[src/rtl/instenc_stream.sv]
// instenc_stream: assembles one MIPS instruction word from an ASCII mnemonic
// streamed a byte at a time plus operand fields presented on side ports.
module instenc_stream #(
   parameter int MAX_CHARS  = 7,
   parameter int FOLD_LOWER = 1
) (
   input  logic        clk,
   input  logic        rst,
   input  logic        ch_valid,
   input  logic [7:0]  ch_data,
   output logic        ch_ready,
   input  logic [4:0]  op_rs,
   input  logic [4:0]  op_rt,
   input  logic [4:0]  op_rd,
   input  logic [4:0]  op_sa,
   input  logic [15:0] op_imm,
   input  logic [25:0] op_target,
   output logic        ins_valid,
   output logic [31:0] ins_word,
   output logic        ins_err,
   input  logic        ins_ready
);

   localparam int NAME_W = 8 * MAX_CHARS;
   localparam int CNT_W  = $clog2(MAX_CHARS + 1);
   localparam logic [CNT_W-1:0] CNT_MAX = CNT_W'(MAX_CHARS);

   typedef enum logic [2:0] {IDLE, COLLECT, DRAIN, ENCODE, OUTPUT} state_t;

   state_t             state, state_nxt;
   logic [NAME_W-1:0]  name;
   logic [CNT_W-1:0]   cnt;
   logic               ovf;
   logic [4:0]         lat_rs, lat_rt, lat_rd, lat_sa;
   logic [15:0]        lat_imm;
   logic [25:0]        lat_target;
   logic [7:0]         ch_fold;
   logic               is_term;
   logic               ch_acc;
   logic               term_acc;

   // R-type field packing
   function automatic logic [31:0] rtype(input logic [4:0] rs, input logic [4:0] rt,
                                         input logic [4:0] rd, input logic [4:0] sa,
                                         input logic [5:0] fn);
      return {6'h00, rs, rt, rd, sa, fn};
   endfunction

   // I-type field packing (also used for REGIMM with the code in the rt slot)
   function automatic logic [31:0] itype(input logic [5:0] op, input logic [4:0] rs,
                                         input logic [4:0] rt, input logic [15:0] imm);
      return {op, rs, rt, imm};
   endfunction

   // Mnemonic lookup; returns {err, word}. Shift amount only reaches the word for SLL/SRL/SRA.
   function automatic logic [32:0] encode(input logic [NAME_W-1:0] nm, input logic of,
                                          input logic [4:0] rs, input logic [4:0] rt,
                                          input logic [4:0] rd, input logic [4:0] sa,
                                          input logic [15:0] imm, input logic [25:0] tgt);
      logic [31:0] w;
      logic        e;
      w = 32'h0;
      e = 1'b0;
      if (of) begin
         e = 1'b1;
      end else begin
         case (nm)
            NAME_W'("SLL"):     w = rtype(rs, rt, rd, sa, 6'h00);
            NAME_W'("SRL"):     w = rtype(rs, rt, rd, sa, 6'h02);
            NAME_W'("SRA"):     w = rtype(rs, rt, rd, sa, 6'h03);
            NAME_W'("SLLV"):    w = rtype(rs, rt, rd, 5'h00, 6'h04);
            NAME_W'("SRLV"):    w = rtype(rs, rt, rd, 5'h00, 6'h06);
            NAME_W'("SRAV"):    w = rtype(rs, rt, rd, 5'h00, 6'h07);
            NAME_W'("JR"):      w = rtype(rs, rt, rd, 5'h00, 6'h08);
            NAME_W'("JALR"):    w = rtype(rs, rt, rd, 5'h00, 6'h09);
            NAME_W'("SYSCALL"): w = rtype(rs, rt, rd, 5'h00, 6'h0C);
            NAME_W'("BREAK"):   w = rtype(rs, rt, rd, 5'h00, 6'h0D);
            NAME_W'("MFHI"):    w = rtype(rs, rt, rd, 5'h00, 6'h10);
            NAME_W'("MTHI"):    w = rtype(rs, rt, rd, 5'h00, 6'h11);
            NAME_W'("MFLO"):    w = rtype(rs, rt, rd, 5'h00, 6'h12);
            NAME_W'("MTLO"):    w = rtype(rs, rt, rd, 5'h00, 6'h13);
            NAME_W'("MULT"):    w = rtype(rs, rt, rd, 5'h00, 6'h18);
            NAME_W'("MULTU"):   w = rtype(rs, rt, rd, 5'h00, 6'h19);
            NAME_W'("DIV"):     w = rtype(rs, rt, rd, 5'h00, 6'h1A);
            NAME_W'("DIVU"):    w = rtype(rs, rt, rd, 5'h00, 6'h1B);
            NAME_W'("ADD"):     w = rtype(rs, rt, rd, 5'h00, 6'h20);
            NAME_W'("ADDU"):    w = rtype(rs, rt, rd, 5'h00, 6'h21);
            NAME_W'("SUB"):     w = rtype(rs, rt, rd, 5'h00, 6'h22);
            NAME_W'("SUBU"):    w = rtype(rs, rt, rd, 5'h00, 6'h23);
            NAME_W'("AND"):     w = rtype(rs, rt, rd, 5'h00, 6'h24);
            NAME_W'("OR"):      w = rtype(rs, rt, rd, 5'h00, 6'h25);
            NAME_W'("XOR"):     w = rtype(rs, rt, rd, 5'h00, 6'h26);
            NAME_W'("NOR"):     w = rtype(rs, rt, rd, 5'h00, 6'h27);
            NAME_W'("SLT"):     w = rtype(rs, rt, rd, 5'h00, 6'h2A);
            NAME_W'("SLTU"):    w = rtype(rs, rt, rd, 5'h00, 6'h2B);
            NAME_W'("BEQ"):     w = itype(6'h04, rs, rt, imm);
            NAME_W'("BNE"):     w = itype(6'h05, rs, rt, imm);
            NAME_W'("BLEZ"):    w = itype(6'h06, rs, rt, imm);
            NAME_W'("BGTZ"):    w = itype(6'h07, rs, rt, imm);
            NAME_W'("ADDI"):    w = itype(6'h08, rs, rt, imm);
            NAME_W'("ADDIU"):   w = itype(6'h09, rs, rt, imm);
            NAME_W'("SLTI"):    w = itype(6'h0A, rs, rt, imm);
            NAME_W'("SLTIU"):   w = itype(6'h0B, rs, rt, imm);
            NAME_W'("ANDI"):    w = itype(6'h0C, rs, rt, imm);
            NAME_W'("ORI"):     w = itype(6'h0D, rs, rt, imm);
            NAME_W'("XORI"):    w = itype(6'h0E, rs, rt, imm);
            NAME_W'("LUI"):     w = itype(6'h0F, 5'h00, rt, imm);
            NAME_W'("LB"):      w = itype(6'h20, rs, rt, imm);
            NAME_W'("LH"):      w = itype(6'h21, rs, rt, imm);
            NAME_W'("LW"):      w = itype(6'h23, rs, rt, imm);
            NAME_W'("LBU"):     w = itype(6'h24, rs, rt, imm);
            NAME_W'("LHU"):     w = itype(6'h25, rs, rt, imm);
            NAME_W'("SB"):      w = itype(6'h28, rs, rt, imm);
            NAME_W'("SH"):      w = itype(6'h29, rs, rt, imm);
            NAME_W'("SW"):      w = itype(6'h2B, rs, rt, imm);
            NAME_W'("BLTZ"):    w = itype(6'h01, rs, 5'h00, imm);
            NAME_W'("BGEZ"):    w = itype(6'h01, rs, 5'h01, imm);
            NAME_W'("BLTZAL"):  w = itype(6'h01, rs, 5'h10, imm);
            NAME_W'("BGEZAL"):  w = itype(6'h01, rs, 5'h11, imm);
            NAME_W'("J"):       w = {6'h02, tgt};
            NAME_W'("JAL"):     w = {6'h03, tgt};
            NAME_W'("MFC0"):    w = {6'h10, 5'h00, rt, rd, 11'h000};
            NAME_W'("MTC0"):    w = {6'h10, 5'h04, rt, rd, 11'h000};
            NAME_W'("ERET"):    w = 32'h42000018;
            NAME_W'("NOP"):     w = 32'h00000000;
            default:            e = 1'b1;
         endcase
      end
      return {e, w};
   endfunction

   // Case folding and terminator detection on the incoming byte
   always_comb begin
      ch_fold = ch_data;
      if (FOLD_LOWER != 0 && ch_data >= 8'h61 && ch_data <= 8'h7A)
         ch_fold = ch_data - 8'h20;
      is_term  = (ch_data == 8'h00) || (ch_data == 8'h20) || (ch_data == 8'h0A);
      ch_acc   = ch_valid && ch_ready;
      term_acc = ch_acc && is_term && (state == COLLECT || state == DRAIN);
   end

   // Next-state logic
   always_comb begin
      state_nxt = state;
      case (state)
         IDLE:    if (ch_acc && !is_term) state_nxt = COLLECT;
         COLLECT: if (ch_acc) begin
                     if (is_term)             state_nxt = ENCODE;
                     else if (cnt == CNT_MAX) state_nxt = DRAIN;
                  end
         DRAIN:   if (ch_acc && is_term) state_nxt = ENCODE;
         ENCODE:  state_nxt = OUTPUT;
         OUTPUT:  if (ins_ready) state_nxt = IDLE;
         default: state_nxt = IDLE;
      endcase
   end

   // State register with registered handshake outputs derived from the next state
   always_ff @(posedge clk or posedge rst) begin
      if (rst) begin
         state     <= IDLE;
         ch_ready  <= 1'b0;
         ins_valid <= 1'b0;
      end else begin
         state     <= state_nxt;
         ch_ready  <= (state_nxt == IDLE) || (state_nxt == COLLECT) || (state_nxt == DRAIN);
         ins_valid <= (state_nxt == OUTPUT);
      end
   end

   // Mnemonic collector: right-aligned shift register, length count and overflow flag
   always_ff @(posedge clk or posedge rst) begin
      if (rst) begin
         name <= '0;
         cnt  <= '0;
         ovf  <= 1'b0;
      end else begin
         case (state)
            IDLE: if (ch_acc && !is_term) begin
                     name <= {{(NAME_W-8){1'b0}}, ch_fold};
                     cnt  <= CNT_W'(1);
                  end
            COLLECT: if (ch_acc && !is_term) begin
                     if (cnt < CNT_MAX) begin
                        name <= {name[NAME_W-9:0], ch_fold};
                        cnt  <= cnt + 1'b1;
                     end else begin
                        ovf <= 1'b1;
                     end
                  end
            OUTPUT: if (ins_ready) begin
                     name <= '0;
                     cnt  <= '0;
                     ovf  <= 1'b0;
                  end
            default: ;
         endcase
      end
   end

   // Operand capture on the accepted terminator
   always_ff @(posedge clk) begin
      if (term_acc) begin
         lat_rs     <= op_rs;
         lat_rt     <= op_rt;
         lat_rd     <= op_rd;
         lat_sa     <= op_sa;
         lat_imm    <= op_imm;
         lat_target <= op_target;
      end
   end

   // Encode stage: word and error registered once, then held through the output handshake
   always_ff @(posedge clk or posedge rst) begin
      if (rst) begin
         ins_word <= 32'h0;
         ins_err  <= 1'b0;
      end else if (state == ENCODE) begin
         {ins_err, ins_word} <= encode(name, ovf, lat_rs, lat_rt, lat_rd, lat_sa,
                                       lat_imm, lat_target);
      end
   end

endmodule
[config.mk]
export PLATFORM = sky130hd
export DESIGN_NAME = instenc_stream
export DESIGN_NICKNAME = d
export VERILOG_FILES = /design/src/rtl/instenc_stream.sv
export SDC_FILE = /design/constraint.sdc
export NUM_CORES = 1
export LEC_CHECK = 0
export BUFFER_PORTS_ARGS = -buffer_cell sky130_fd_sc_hd__buf_4
export CORE_MARGIN = 8
export CORE_UTILIZATION = 36
export CTS_BUF_LIST = sky130_fd_sc_hd__clkbuf_4
export DETAILED_ROUTE_END_ITERATION = 12
export MAX_ROUTING_LAYER = met4
export PLACE_DENSITY_LB_ADDON = 0.05
export SKIP_CTS_REPAIR_TIMING = 1
export SYNTH_ARGS = -nofsm -noshare
export SYNTH_HDL_FRONTEND = slang
export SYNTH_SLANG_ARGS = --single-unit
[constraint.sdc]
create_clock -name clk -period 10.1 [get_ports clk]
set_input_delay 2.02 -clock clk [delete_from_list [all_inputs] [get_ports clk]]
set_output_delay 2.02 -clock clk [all_outputs]
set_load 0.01 [all_outputs]
==> results.yml <==
setup_path:
  start_kind: "register"
  critPathKind: "reg -> reg"
  cp_max_fo: 24
  slowest_delay_ns: 0.83
  crit_slowest_cell: "or3_1"
  cp.arrival_ns: 4.98
  cp-end-kind: "register"
  cp_cell_sequence: "nor2b_1 > nand3_1 > or4_1 > o2111ai_1 > or3_1 > o41ai_4 > buf_4 > o31ai_1"
  cp.required_ns: 10.58
synth:
  synth-simple-area-share_pct: 28.1
  synthAdderAreaFrac_pct: 0.594
  synth_xor_area_share_pct: 0.312
  syn_area_per_cell_um2: 9.68
  synth.most_common_cell: "nand2_1"
  synth-seq-area-share_pct: 51.2
  syn_inst: 870
  mappedNetlistNets: 948
  synth_common_cells: "nand2_1, dfrtp_1, o21ai_0"
  async_reset_ff_share_pct: 61.3
  ys_ff_latch: 160
  synth.area.top_cells: "dfrtp_1, edfxtp_1, nand2_1, o21ai_0, o21ai_2"
  synth_top_family_by_area: "simple AND/OR/NAND/NOR gates"
  synth_edf_count: 62
  yosys.area.top_type_share_pct: 29.1
  ys_warn_count: 0
  syn_area_mm2: 0.00842
  synth_area_leader_cell: "dfrtp_1"
  synth_cell_types: 75
  synth.area.mux_share_pct: 0.253
  ys.flop_type: "dfrtp_1"
  synth-compound-area-share_pct: 15.9
floorplanning:
  fp.dieArea_mm2: 0.0285
  start_util_pct: 36.3
  core-area_mm2: 0.0232
  row_count: 56
  die_width_um: 169
  die_h_um: 169
  num_io_pins: 109
clocking:
  cts.sinks: 160
  clk_path_buf_depth: 2
  tritoncts: "yes"
  cts_made_buffers: 17
  clk_pin_slew_ns: 0.18
  clock_latency_ns: 0.59
  cts_max_level: 4
  root_buffer: "clkbuf_4"
routing:
  ant_nets: 0
  viasPerCell: 5.65
  avgRoutedWirePerCell_um: 21.9
  drtIter0Drc: 636
  drc: 0
  routed_wirelength_um: 28200
  drt_pass1_iterations: 5
  num_vias: 7281
grt:
  grt_max_degree: 119
  grt.total_usage_pct: 20.4
  antenna_found_initial: 2
  first_global_vias: 7109
  grt-ovfl-total: 0
  grt_pass1_wl_um: 43500
sta:
  rsz0062_at_grt: "false"
  holdWs_ns: 0.497
  fmax_mhz: 222
  hold_viol_final: 0
  relSlewSlack_pct: 33.5
  layout_min_cycle_time_ns: 4.50
  setup_viol: 0
  fin_skew_ns: 0.0323
  drv_slew: 0
  fin_tns_setup_ns: 0
  finalCritPeriodShare_pct: 44.5
  worst_pin_slew_ns: 0.997
  finalWorstSetupSlack_ns: 5.60
placed_design:
  io_buffers: 108
  post-dp-hpwl_um: 20400
  pre_cts_ws_ns: 5.29
  gp_congestion: 0.954
run_status:
  run_status: "finished clean"
final_layout:
  layout-drive-gt1-share_pct: 21.6
  fillers: 2287
  seqCellArea_mm2: 0.00431
  area_delta_synth_final_pct: 16.5
  multi_input_area_mm2: 0.00383
  nNetsFinal: 1033
worst_hold_path:
  holdCritPathClass: "reg -> reg"
pwr:
  peakVddDrop_uv: 104
  p_per_area_mw_per_mm2: 206
  p_leak_nw: 3.76
flow_run:
  maxCapViolations: 0
logic make-up (layout without fill, tap and decap cells):
| group | count (synthesis) | after routing |
|---|---|---|
| AND/OR/NAND/NOR | 446 | 446 |
| AO/OA/AOI/OAI | 189 | 189 |
| flip-flops | 160 | 160 |
| buffers and inverters | 66 | 164 |
| adder cells (fa/ha/maj) | 4 | 4 |
| XOR/XNOR | 3 | 3 |
| multiplexers | 2 | 2 |
| other | 0 | 2 |
state kept, by name, indices dropped and copies added (netlist names), 3 cells and up:
signal	count
cnt	3
ins_word	32
lat_target	26
name	56
lat_sa	5
lat_rt	5
lat_imm	16
state	3
lat_rs	5
lat_rd	5
cells in the final DEF, fill, tap and decap left out, drive strengths merged, types with 12 or more instances in the layout:
cell,n
nor2,34
nand4,27
o21ai,102
nand3,28
a222oi,12
or4,12
nor3,24
nor2b,18
inv,18
dfrtp,98
nand2,203
clkbuf,17
a21oi,19
buf,121
nor4,28
edfxtp,62
metrics by stage:
step,area [µm²],total power [mW],utilization (%),instances
2_1_floorplan,8420,1.35,-,870
3_3_place_gp,9490,1.61,40.9,1255
3_5_place_dp,9490,1.60,40.9,1255
4_1_cts,9810,2.03,42.3,1287
5_1_grt,9820,2.15,42.3,1289
6_report,9820,2.02,42.3,1289
per-layer routing:
metal,part of all wire [%],up-vias,global-route usage (%)
li1,-,3426,-
met3,5.8,45,3.98
met2,46,279,31.0
met4,2.7,0,6.33
met5,0,-,-
met1,46,3531,27.2
path summary, 6_finish.rpt:
check                      cells after the start  slack, ns   startpoint           end
max in group asynchronous                      3       7.43          rst      name[29]
max                                            8       5.60      name[1]  ins_word[31]
min in group asynchronous                      2       1.46          rst   ins_word[7]
max reg2reg                                    8       5.60      name[1]  ins_word[31]
min reg2reg                                    2       0.50  ins_word[0]   ins_word[0]
min                                            2       0.50  ins_word[0]   ins_word[0]
worst max-delay path: cells and delay by family, from the launching register on:
kind	cells	cell delay, ns
buffers and inverters	1	0.35
and+or+nand+nor	4	2.50
DFF	1	0.62
AOI/OAI and AO/OA	3	0.90
power breakdown:
group	switching [mW]	internal, mW	leakage [nW]
logic	0.412	0.206	1.74
clock network	0.285	0.139	0.165
registers	0.203	0.772	1.86
total	0.900	1.12	3.76
layout make-up:
| cell class | count | share of cell area (%) |
|---|---|---|
| inverter | 11 | 0.446 |
| antenna | 2 | 0.0510 |
| clock inverter | 15 | 1.92 |
| clock buffer | 17 | 1.30 |
| multi-input combinational | 644 | 39.0 |
| timing repair buffer | 121 | 9.25 |
| sequential | 160 | 44.0 |
| tap | 319 | 4.07 |
No activity file was read; power rests on OpenSTA's default activity.
